## src/rtl/sram_like_arbiter_pkg.sv

```systemverilog
//------------------------------------------------------------------------------
// sram_arb_pkg : source IDs and access-size encodings for sram_like_arbiter
// Rev 1.0
//------------------------------------------------------------------------------
`default_nettype none

package sram_arb_pkg;

  localparam logic SRC_INST = 1'b0;
  localparam logic SRC_DATA = 1'b1;

  typedef enum logic [1:0] {
    SIZE_B = 2'd0,
    SIZE_H = 2'd1,
    SIZE_W = 2'd2
  } size_e;

endpackage

`default_nettype wire

```

## src/rtl/sram_like_arbiter_id_fifo.sv

```systemverilog
//------------------------------------------------------------------------------
// arb_id_fifo : 1-bit-wide in-order FIFO of request source IDs
// Rev 1.0
//------------------------------------------------------------------------------
`default_nettype none

module arb_id_fifo #(
  parameter int DEPTH = 4
) (
  input  logic clk,
  input  logic reset,
  input  logic push,
  input  logic din,
  input  logic pop,
  output logic head,
  output logic full,
  output logic empty
);

  localparam int            AW       = (DEPTH > 1) ? $clog2(DEPTH) : 1;
  localparam logic [AW:0]   FULL_CNT = (AW + 1)'(DEPTH);

  logic [DEPTH-1:0] r_mem;
  logic [AW-1:0]    r_wptr;
  logic [AW-1:0]    r_rptr;
  logic [AW:0]      r_count;
  logic             w_push;
  logic             w_pop;

  assign full   = (r_count == FULL_CNT);
  assign empty  = (r_count == '0);
  assign head   = r_mem[r_rptr];
  assign w_push = push & ~full;
  assign w_pop  = pop & ~empty;

  // Power-of-two depth lets the pointers wrap by natural overflow.
  always_ff @(posedge clk) begin
    if (reset) begin
      r_mem   <= '0;
      r_wptr  <= '0;
      r_rptr  <= '0;
      r_count <= '0;
    end else begin
      if (w_push) begin
        r_mem[r_wptr] <= din;
        r_wptr        <= r_wptr + 1'b1;
      end
      if (w_pop) begin
        r_rptr <= r_rptr + 1'b1;
      end
      if (w_push && !w_pop) begin
        r_count <= r_count + 1'b1;
      end else if (!w_push && w_pop) begin
        r_count <= r_count - 1'b1;
      end
    end
  end

endmodule

`default_nettype wire

```

## src/rtl/sram_like_arbiter.sv

```systemverilog
//------------------------------------------------------------------------------
// sram_like_arbiter : shares one sram-like port between inst and data masters.
// Optional macro SRAM_ARB_RR_EN selects round-robin conflict policy. Rev 1.0
//------------------------------------------------------------------------------
`default_nettype none

module sram_like_arbiter
  import sram_arb_pkg::*;
#(
  parameter int DEPTH = 4
) (
  input  logic        clk,
  input  logic        reset,
  input  logic        inst_req,
  input  logic [1:0]  inst_size,
  input  logic [31:0] inst_addr,
  output logic        inst_addr_ok,
  output logic        inst_data_ok,
  output logic [31:0] inst_rdata,
  input  logic        data_req,
  input  logic        data_wr,
  input  logic [1:0]  data_size,
  input  logic [31:0] data_addr,
  input  logic [31:0] data_wdata,
  input  logic [3:0]  data_wstrb,
  output logic        data_addr_ok,
  output logic        data_data_ok,
  output logic [31:0] data_rdata,
  output logic        mem_req,
  output logic        mem_wr,
  output logic [1:0]  mem_size,
  output logic [31:0] mem_addr,
  output logic [31:0] mem_wdata,
  output logic [3:0]  mem_wstrb,
  input  logic        mem_addr_ok,
  input  logic        mem_data_ok,
  input  logic [31:0] mem_rdata
);

  logic w_full;
  logic w_empty;
  logic w_head;
  logic w_win;
  logic w_conf_win;
  logic w_lock_hold;
  logic w_hs;
  logic w_resp;
  logic r_lock_vld;
  logic r_lock_src;

`ifdef SRAM_ARB_RR_EN
  logic r_last;

  // The master passed over at the last handshake wins the next conflict.
  assign w_conf_win = ~r_last;

  always_ff @(posedge clk) begin
    if (reset) begin
      r_last <= SRC_INST;
    end else if (w_hs) begin
      r_last <= w_win;
    end
  end
`else
  assign w_conf_win = SRC_DATA;
`endif

  assign w_lock_hold = r_lock_vld & ((r_lock_src == SRC_INST) ? inst_req : data_req);

  always_comb begin
    w_win = SRC_INST;
    if (w_lock_hold) begin
      w_win = r_lock_src;
    end else if (inst_req && data_req) begin
      w_win = w_conf_win;
    end else if (data_req) begin
      w_win = SRC_DATA;
    end
  end

  // Full blocks the request even on a same-cycle pop, keeping data_ok out of req.
  assign mem_req = (inst_req | data_req) & ~w_full & ~reset;
  assign w_hs    = mem_req & mem_addr_ok;

  always_comb begin
    mem_wr    = 1'b0;
    mem_size  = 2'd0;
    mem_addr  = 32'd0;
    mem_wdata = 32'd0;
    mem_wstrb = 4'd0;
    if (!reset) begin
      if (w_win == SRC_DATA) begin
        mem_wr    = data_wr;
        mem_size  = data_size;
        mem_addr  = data_addr;
        mem_wdata = data_wdata;
        mem_wstrb = data_wstrb;
      end else begin
        mem_size  = inst_size;
        mem_addr  = inst_addr;
      end
    end
  end

  assign inst_addr_ok = w_hs & (w_win == SRC_INST);
  assign data_addr_ok = w_hs & (w_win == SRC_DATA);

  assign w_resp       = mem_data_ok & ~w_empty & ~reset;
  assign inst_data_ok = w_resp & (w_head == SRC_INST);
  assign data_data_ok = w_resp & (w_head == SRC_DATA);
  assign inst_rdata   = reset ? 32'd0 : mem_rdata;
  assign data_rdata   = reset ? 32'd0 : mem_rdata;

  always_ff @(posedge clk) begin
    if (reset) begin
      r_lock_vld <= 1'b0;
      r_lock_src <= SRC_INST;
    end else begin
      r_lock_vld <= mem_req & ~mem_addr_ok;
      r_lock_src <= w_win;
    end
  end

  arb_id_fifo #(
    .DEPTH (DEPTH)
  ) u_id_fifo (
    .clk   (clk),
    .reset (reset),
    .push  (w_hs),
    .din   (w_win),
    .pop   (mem_data_ok & ~reset),
    .head  (w_head),
    .full  (w_full),
    .empty (w_empty)
  );

endmodule

`default_nettype wire

```

## config.mk

```make
export PLATFORM = sky130hd
export DESIGN_NAME = sram_like_arbiter
export DESIGN_NICKNAME = d
export VERILOG_FILES = /design/src/rtl/sram_like_arbiter_pkg.sv /design/src/rtl/sram_like_arbiter_id_fifo.sv /design/src/rtl/sram_like_arbiter.sv
export SDC_FILE = /design/constraint.sdc
export NUM_CORES = 1
export LEC_CHECK = 0
export BUFFER_PORTS_ARGS = -buffer_cell sky130_fd_sc_hd__clkbuf_2
export CORE_AREA = 2 2 110 112
export DETAILED_ROUTE_END_ITERATION = 10
export DIE_AREA = 0 0 112 114
export MAX_ROUTING_LAYER = met4
export PLACE_DENSITY_LB_ADDON = 0.05
export SYNTH_ARGS = -nofsm -noshare
export SYNTH_HDL_FRONTEND = slang
export SYNTH_HIERARCHICAL = 1
export SYNTH_SLANG_ARGS = --single-unit
```

## constraint.sdc

```tcl
create_clock -name clk -period 3.2 [get_ports clk]
set_input_delay 0.32 -clock clk [delete_from_list [all_inputs] [get_ports clk]]
set_output_delay 0.32 -clock clk [all_outputs]
set_load 0.1 [all_outputs]
```

Word-level counts from Yosys, hierarchy flattened
Index checks and enable logic that the tools add are counted.
- latch bits: 0
- register bits: 13
- word-level logic and storage cells: 65
- bits of input ports: 143
- memories kept: 0
- bits in writable memories: 0
- memory bits (read-only): 0
- output and inout bits: 140
- multiply operators: 0
- $add $sub $neg: 4
- muxes and demuxes: 22
- bitwise gates (word level): 21
- $lt $le $gt $ge: 3
- equality and inequality tests: 1
- reductions and logical operators: 8
- shifts and indexed selects: 0
- divide/modulo/power cells: 0
- operators by type and width (cell ; count):
    32-bit two-way mux ; 5
    1-bit AND ; 14
    1-bit two-way mux ; 8
    4-bit two-way mux ; 2
    2-bit by 3-bit < comparator with 1-bit output, second input constant ; 2
    3-bit two-way mux ; 2
    1-bit NOT ; 6
    2-bit by 1-bit adder with 2-bit output, second input constant ; 2
    4-bit bitwise mux ; 1
    1-bit logical AND ; 4
    2-bit two-way mux ; 2
    3-bit by 1-bit adder with 3-bit output, second input constant ; 1
    3-bit == test, second input constant ; 1
    3-bit zero test ; 1
    3-bit by 1-bit subtractor with 3-bit output, second input constant ; 1
    1-bit binary-select mux with 2-bit select ; 1
    1-bit demux with 2-bit select ; 1
    2-bit by 1-bit >= comparator with 1-bit output, second input constant ; 1
    1-bit zero test ; 2
    2-bit nonzero test ; 1
    1-bit bitwise OR ; 1

Longest topological paths before layout
Gate-level depths: netlist of run 1.
- depth in word-level cells: 10
- depth in mapped cells: 11
- gate-level depth less buffers: 11

Modules after synthesis
Netlist of run 1, hierarchy kept.
- by module, submodules not included (module ; instances ; cells an instance ; area an instance (µm²) ; seq. area each (µm²)):
    sram_like_arbiter ; 1 ; 244 ; 1537.7 ; 40.0
    arb_id_fifo ; 1 ; 59 ; 601.8 ; 220.2

Least setup slack after synthesis of run 1
OpenSTA, ideal clock, no wires.
- path type: reg2reg
- from: reg u_id_fifo.r_count[0]
- to: reg u_id_fifo.r_count[2]
- cell stages (with the launch flop): 12
- data arrival time: 4617 ps
- library setup time: 70 ps
- path buffers: 0
- period minus slack after synthesis: 4687 ps
- required time: 3130 ps
- setup slack: -1487 ps
- path through: dfxtp_1 -> or3b_4 -> inv_1 -> nor3_1 -> and2_1 -> and2_4 -> ha_1 -> inv_1 -> fa_1 -> xor2_1 -> or3_2 -> a21oi_1
- longest elaborated chain between the ends: 9
- elaborated cells on any way between the ends: 18
- those cells by class: add/sub (2); eq/ne (1); mux (2); bitwise (7); reduce/logical (6)
- ends and longest elaborated chain (what ; line ; RTL):
    start, declared ; sram_like_arbiter_id_fifo.sv:26 ; logic [AW:0] r_count;
    start signal, assigned ; sram_like_arbiter_id_fifo.sv:52 ; r_count <= r_count + 1'b1;
    start signal, assigned ; sram_like_arbiter_id_fifo.sv:54 ; r_count <= r_count - 1'b1;
    3-bit == test * ; sram_like_arbiter_id_fifo.sv:30 ; assign full = (r_count == FULL_CNT);
    net w_full ; sram_like_arbiter.sv:40 ; logic w_full;
    1-bit NOT * ; sram_like_arbiter.sv:82 ; assign mem_req = (inst_req | data_req) & ~w_full & ~reset;
    1-bit AND * (2 in a row) ; sram_like_arbiter.sv:82 ;
    net mem_req ; sram_like_arbiter.sv:29 ; output logic mem_req,
    1-bit AND * ; sram_like_arbiter.sv:83 ; assign w_hs = mem_req & mem_addr_ok;
    net w_hs ; sram_like_arbiter.sv:46 ; logic w_hs;
    1-bit AND * ; sram_like_arbiter_id_fifo.sv:33 ; assign w_push = push & ~full;
    net u_id_fifo.w_push ; sram_like_arbiter_id_fifo.sv:27 ; logic w_push;
    1-bit zero test ; sram_like_arbiter_id_fifo.sv:53 ; end else if (!w_push && w_pop) begin
    1-bit logical AND ; sram_like_arbiter_id_fifo.sv:53 ;
    2-bit nonzero test (no source line) ; -- ;
The timed path passes the listed nets; every way through them passes the cells marked *. The select of a mux whose other input is x is not followed.
A chain may end at the register's enable or synchronous reset.

Worst setup path after layout of run 1
- from: reg r_lock_src
- to: out mem_wdata[8]
- longest elaborated chain between the ends: 5
- ends and longest elaborated chain (what ; line ; RTL):
    start, declared ; sram_like_arbiter.sv:49 ; logic r_lock_src;
    start signal, assigned ; sram_like_arbiter.sv:120 ; r_lock_src <= w_win;
    1-bit two-way mux ; sram_like_arbiter.sv:68 ; assign w_lock_hold = r_lock_vld & ((r_lock_src == SRC_INST) ? inst_req : data_req);
    1-bit AND ; sram_like_arbiter.sv:68 ;
    1-bit two-way mux * ; sram_like_arbiter.sv:72 ; if (w_lock_hold) begin
    32-bit two-way mux * ; sram_like_arbiter.sv:92 ; if (w_win == SRC_DATA) begin
    32-bit two-way mux * ; sram_like_arbiter.sv:91 ; if (!reset) begin
    end, declared ; sram_like_arbiter.sv:33 ; output logic [31:0] mem_wdata,
Mark *: on every way between the ends. The rest lies on a longest branch, timed or not.

==> results of run 1 <==
-- registers in the layout, indices dropped and copies added (netlist names) --
register and count:
u_id_fifo/r_mem 4, u_id_fifo/r_count 3, u_id_fifo/r_rptr 2, u_id_fifo/r_wptr 2, r_lock_src 1, r_lock_vld 1
-- worst max-delay path by stage --
stage                            to  slack [ns]            startpoint  cells after the start
3_5_place_dp   u_id_fifo/r_count[2]        0.51  u_id_fifo/r_count[1]                     11
3_3_place_gp   u_id_fifo/r_count[2]        0.53  u_id_fifo/r_count[1]                     11
5_1_grt               mem_wdata[24]        0.23            r_lock_src                      4
2_1_floorplan  u_id_fifo/r_count[2]       -0.08  u_id_fifo/r_count[0]                     11
4_1_cts                mem_wdata[8]        0.38            r_lock_src                      4
6_report               mem_wdata[8]        0.46            r_lock_src                      4
-- metrics by stage --
step	power, mW	hold WS, ns	cells	setup TNS [ns]
after floorplan	1.27	0.397	303	-0.0824
after global placement	1.48	0.466	679	0
after detailed placement	1.47	0.468	679	0
after CTS	1.71	0.289	683	0
after global routing	1.78	0.302	683	0
final	1.70	0.289	683	0
-- cell type report --
cell class                 instances  area (um^2)  share of cell area
timing repair buffer             288         1460               0.417
inverter                           5         18.8             0.00537
clock buffer                       4         78.8              0.0226
sequential                        13          260              0.0745
tap                              147          184              0.0527
multi-input combinational        226         1500               0.428
-- cell families after synthesis --
group,after synthesis,share of synthesized area
buffers and inverters,64,0.191
adders and majority gates,6,0.0386
xor gates and xnor gates,4,0.0164
muxes,8,0.0456
AOI/OAI and AO/OA,72,0.171
DFF,13,0.122
and+or+nand+nor,136,0.416
-- layer usage --
metal	part of all wire	GRT usage	wire [um]	vias to the layer above
li1	-	-	-	1456
met1	0.39	0.160	3640	1294
met2	0.52	0.253	4820	162
met3	0.090	0.0266	842	6
met4	0.0045	0.0122	42	0
met5	0	-	0	-
-- where the power goes --
| group | switching (mW) | total [mW] | internal [mW] |
|---|---|---|---|
| combinational | 0.958 | 1.23 | 0.267 |
| clock | 0.0674 | 0.235 | 0.168 |
| sequential | 0.0435 | 0.237 | 0.194 |
-- critical path, cell delays in order, from the launching register on --
cell	delay, ns
dfxtp_1	0.30
and3b_2	0.36
nor3_4	0.79
and2_1	0.25
clkbuf_2	0.46
-- synthesized netlist by cell type --
master	n	area, um^2
and2_1	38	238
a21oi_1	35	175
o21ai_0	35	175
buf_4	34	255
nand3b_1	34	255
nor2b_1	33	206
clkbuf_1	14	52.6
dfxtp_1	13	260
nor2_1	8	30.0
nand2b_1	7	43.8
mux2i_1	6	60.1
buf_6	5	56.3
ha_1	5	62.6
buf_1	4	15.0
inv_1	4	15.0
xor2_1	4	35.0
and3b_1	3	26.3
nand3_1	3	15.0
buf_2	2	10.0
nor3_1	2	10.0
and2_4	1	8.76
and3_1	1	6.26
and3_2	1	7.51
fa_1	1	20.0
inv_2	1	3.75
mux2_4	1	15.0
mux4_2	1	22.5
nor3_2	1	10.0
nor3b_1	1	7.51
nor4_1	1	6.26
o311ai_0	1	8.76
o31ai_1	1	7.51
or3_2	1	7.51
or3b_4	1	11.3
==> flow_metrics.py, run 1 <==
metrics = {
    "flow_run": {
        "drv_cap": 0,
    },
    "clock_tree": {
        "cts_setup_buffers": 0,
        "cts.clk_slew.worst_paths_ns": 0.04,
        "ctsHoldBuffers": 0,
        "cts_buffers": 3,
        "cts_resized": 0,
        "cts_sinks": 13,
        "clkLatencyLatePin_ns": 0.24,
        "clockBufferDepth": 2,
        "root_buffer": "clkbuf_16",
        "tritoncts": "built",
        "h-tree-depth": 1,
    },
    "hold_path": {
        "hold_depth": 2,
        "min_delay_worst_endpoint": "r_lock_vld",
        "min_from": "mem_addr_ok",
        "worstHoldPathType": "in2reg",
    },
    "detailed_routing": {
        "avgViaCountPerCell": 4.27,
        "drtIter0Drc": 131,
        "drc_errors": 0,
        "routed_wl_um": 9340,
        "routedWlPerCell_um": 13.7,
        "firstDrtPassIters": 4,
        "vias": 2918,
        "ant_nets": 0,
    },
    "timing": {
        "period_share": 0.856,
        "hold_viol": 0,
        "fmax_mhz": 365,
        "skew_ns": 0.000578,
        "setup_viol": 0,
        "period_needed_ns": 2.74,
        "slew_viol_final": 0,
        "worst_slew_pin_slew_ns": 0.965,
        "rsz0062_at_grt": "no",
        "fin_ws_ns": 0.459,
        "max-slew-margin-rel": 0.355,
    },
    "layout": {
        "final_cell_mix": "clkbuf_2, and2_1, o21ai_0, a21oi_1, nand3b_1",
        "mostFrequentLayoutCell": "clkbuf_2",
        "drive_gt1_frac": 0.563,
        "finalNetCount": 686,
        "n_fill_cell": 1328,
        "area_growth_pct": 63.3,
        "final_util": 0.298,
        "fin_area_um2": 3490,
        "antenna_cells": 0,
    },
    "power_and_ir_drop": {
        "p_leak_nw": 1.94,
        "peakVddDrop_mv": 0.199,
        "p_per_area_nw_per_um2": 486,
    },
    "die": {
        "die_height_um": 114,
        "io_pins": 283,
        "start_util": 0.183,
        "die_x_um": 112,
        "num_rows": 40,
        "die_area_um2": 12800,
        "core_area_um2": 11700,
    },
    "worst_setup_path": {
        "rr_worst_depth": 11,
        "worstSetupPathType": "reg2out",
        "cp-start-kind": "flop",
        "worstPathMaxFanout": 38,
        "critPathArrivalTime_ns": 2.42,
        "r2r-end": "u_id_fifo/r_count[2]",
        "r2r-start": "u_id_fifo/r_count[0]",
        "reg2reg_slack_ns": 0.50,
        "cp.required_ns": 2.88,
        "endpoint_kind": "primary output",
    },
    "grt": {
        "grt_antenna_before_repair": 0,
        "globalRouteOverflowTotal": 0,
        "grtUsageTotal": 0.137,
        "grt_pass1_wl_um": 13800,
        "grt_max_degree": 40,
        "grt_pass1_vias": 2601,
    },
    "synth": {
        "syn-num-nets": 452,
        "netlist_instances": 303,
        "seq_area_frac_synth": 0.122,
        "synth_area_um2": 2140,
        "avgSynthCellArea_um2": 7.06,
        "yosysUniqueCellTypes": 34,
        "ys_ff_latch": 13,
        "yosys_warnings": 6,
    },
    "placement": {
        "place_area_um2": 3410,
        "preCtsSetupSlack_ns": 0.507,
        "dpl.hpwl_um": 7630,
        "portBuffers": 282,
        "place.gp.congestion": 0.782,
    },
    "run_status": {
        "status": "finished clean",
    },
}
Note: power is estimated with default switching activity, not from simulation.
==> inputs of run 2 (changes only) <==
ABC_AREA = 1   (was default)
==> flow_metrics.py, run 2 <==
metrics = {
    "layout": {
        "area_growth_pct": 65.7,
        "mostFrequentLayoutCell": "clkbuf_2",
        "largest_reg_flops": 4,
        "fin_area_um2": 4130,
        "reg_top3": "u_id_fifo/r_mem x4, u_id_fifo/r_count x3",
        "final_cell_mix": "clkbuf_2, inv_1, nor2_1",
        "drive_gt1_frac": 0.446,
        "finalNetCount": 869,
        "antenna_cells": 0,
        "regMostFlops": "u_id_fifo/r_mem",
    },
    "synth": {
        "synthMostInstantiatedCell": "inv_1",
        "synth_edf_count": 0,
        "syn-num-nets": 636,
        "yosysUniqueCellTypes": 23,
        "synth_ff_type": "dfxtp_1",
        "yosysTopAreaCell": "inv_1",
        "synthTopCellsByCount": "inv_1, nor2_1, nand2_1, nand3_1, buf_4",
        "synth_area_um2": 2490,
        "yosysTopAreaCellShare": 0.197,
        "netlist_instances": 487,
        "ys_ff_latch": 13,
        "avgSynthCellArea_um2": 5.12,
        "seq_area_frac_synth": 0.104,
        "synth_area_leaders": "inv_1, nor2_1, buf_4",
        "async_flop_share": 0,
        "yosys_warnings": 6,
    },
    "placement": {
        "place_area_um2": 4050,
        "dpl.hpwl_um": 8500,
        "place.gp.congestion": 0.824,
        "portBuffers": 282,
    },
    "timing": {
        "rsz0062_at_grt": "no",
        "max-slew-margin-rel": 0.571,
        "hold_viol": 0,
        "skew_ns": 0.00122,
        "period_share": 0.756,
        "worst_slew_pin_slew_ns": 0.643,
        "period_needed_ns": 2.42,
        "setup_viol": 0,
        "slew_viol_final": 0,
        "fmax_mhz": 413,
        "fin_tns_setup_ns": 0,
    },
    "worst_setup_path": {
        "cpPeakStageDelay_ns": 0.42,
        "r2r-end": "u_id_fifo/r_count[2]",
        "reg2reg_slack_ns": 0.86,
        "cp_cell_sequence": "inv_1, nand3_2, nand2_2, inv_2, nand2_2, buf_4, nor2_2, clkbuf_2",
        "slowest_stage": "buf_4",
        "cp-start-kind": "flop",
        "worstSetupPathType": "reg2out",
        "cp.required_ns": 2.88,
        "r2r-start": "u_id_fifo/r_count[0]",
        "endpoint_kind": "primary output",
        "rr_worst_depth": 17,
        "crit_path_frequent_cell": "nand2_2",
        "critPathArrivalTime_ns": 2.10,
        "worstPathMaxFanout": 38,
    },
    "grt": {
        "grt_pass1_wl_um": 14900,
        "grt_antenna_before_repair": 0,
        "globalRouteOverflowTotal": 0,
        "grt_pass1_vias": 2963,
        "grt_max_degree": 69,
        "grtUsageTotal": 0.147,
    },
    "die": {
        "die_area_um2": 12800,
        "start_util": 0.213,
        "die_height_um": 114,
        "num_rows": 40,
        "die_x_um": 112,
        "io_pins": 283,
        "core_area_um2": 11700,
    },
    "detailed_routing": {
        "vias": 3450,
        "avgViaCountPerCell": 3.98,
        "drtIter0Drc": 214,
        "drc_errors": 0,
        "routedWlPerCell_um": 11.7,
        "ant_nets": 0,
        "firstDrtPassIters": 4,
        "routed_wl_um": 10100,
    },
    "clock_tree": {
        "clkLatencyLatePin_ns": 0.24,
        "cts_buffers": 3,
        "cts.clk_slew.worst_paths_ns": 0.05,
        "h-tree-depth": 1,
        "cts_setup_buffers": 0,
        "root_buffer": "clkbuf_16",
        "tritoncts": "built",
        "clockBufferDepth": 2,
        "cts_resized": 0,
        "ctsHoldBuffers": 0,
        "cts_sinks": 13,
    },
    "power_and_ir_drop": {
        "peakVddDrop_mv": 0.391,
        "total_power_mw": 1.77,
        "p_per_area_nw_per_um2": 427,
        "p_leak_nw": 2.77,
    },
    "flow_run": {
        "drv_cap": 0,
    },
    "hold_path": {
        "min_from": "mem_addr_ok",
        "min_delay_worst_endpoint": "r_lock_vld",
        "hold_depth": 2,
        "worstHoldPathType": "in2reg",
    },
    "run_status": {
        "status": "finished clean",
    },
}
-- run 2: worst max-delay path, delay by kind of cell (launching register included) --
family | cells | cell delay [ns]
buffers and inverters | 4 | 0.92
and+or+nand+nor | 4 | 0.62
DFF | 1 | 0.29
-- run 2: metrics by stage --
stage	std cells	utilization	hold slack, ns	worst slack, ns
final	866	0.353	0.267	0.780
after global routing	866	0.353	0.272	0.611
after CTS	866	0.353	0.267	0.737
after detailed placement	862	0.346	0.488	0.889
after global placement	862	0.346	0.481	0.922
after floorplan	487	-	0.389	0.420
-- run 2: logic make-up (layout without fill, tap and decap cells) --
logic type / after synthesis / in the layout / share of synthesized area
AO/OA/AOI/OAI: 42 / 42 / 0.0848
XOR/XNOR: 1 / 1 / 0.00351
adder cells (fa/ha/maj): 6 / 6 / 0.0331
buffers and inverters: 193 / 425 / 0.363
flip-flops: 13 / 13 / 0.104
AND/OR/NAND/NOR: 232 / 232 / 0.411
-- run 2: metal layers --
metal / part of all wire / track usage / vias to the layer above
met5: 0 / - / -
met2: 0.53 / 0.266 / 142
met3: 0.067 / 0.0175 / 7
met4: 0.0067 / 0.0203 / 0
met1: 0.40 / 0.180 / 1467
li1: - / - / 1834
-- run 2: report_power, final --
group          internal (mW)  total, mW  switching, mW
combinational          0.275       1.31           1.04
clock                  0.168      0.241         0.0730
sequential             0.186      0.213         0.0265
total                  0.630       1.77           1.14
-- run 2: cell type report --
cell class / count / area, um^2
repair buffers: 287 / 1780
flip-flops and latches: 13 / 260
inverters: 134 / 503
clock buffers: 4 / 78.8
well taps: 147 / 184
multi-input cells: 281 / 1330
fillers: 1342 / 7580
-- run 2: worst max-delay path by stage --
stage	from	endpoint	slack [ns]	cells past startpoint
after CTS	r_lock_src	mem_wdata[12]	0.74	8
after global routing	r_lock_src	mem_wdata[21]	0.61	8
after global placement	u_id_fifo/r_count[0]	u_id_fifo/r_count[2]	0.92	17
after detailed placement	u_id_fifo/r_count[0]	u_id_fifo/r_count[2]	0.89	17
final	r_lock_src	mem_wdata[12]	0.78	8
after floorplan	reset	inst_rdata[10]	0.42	4
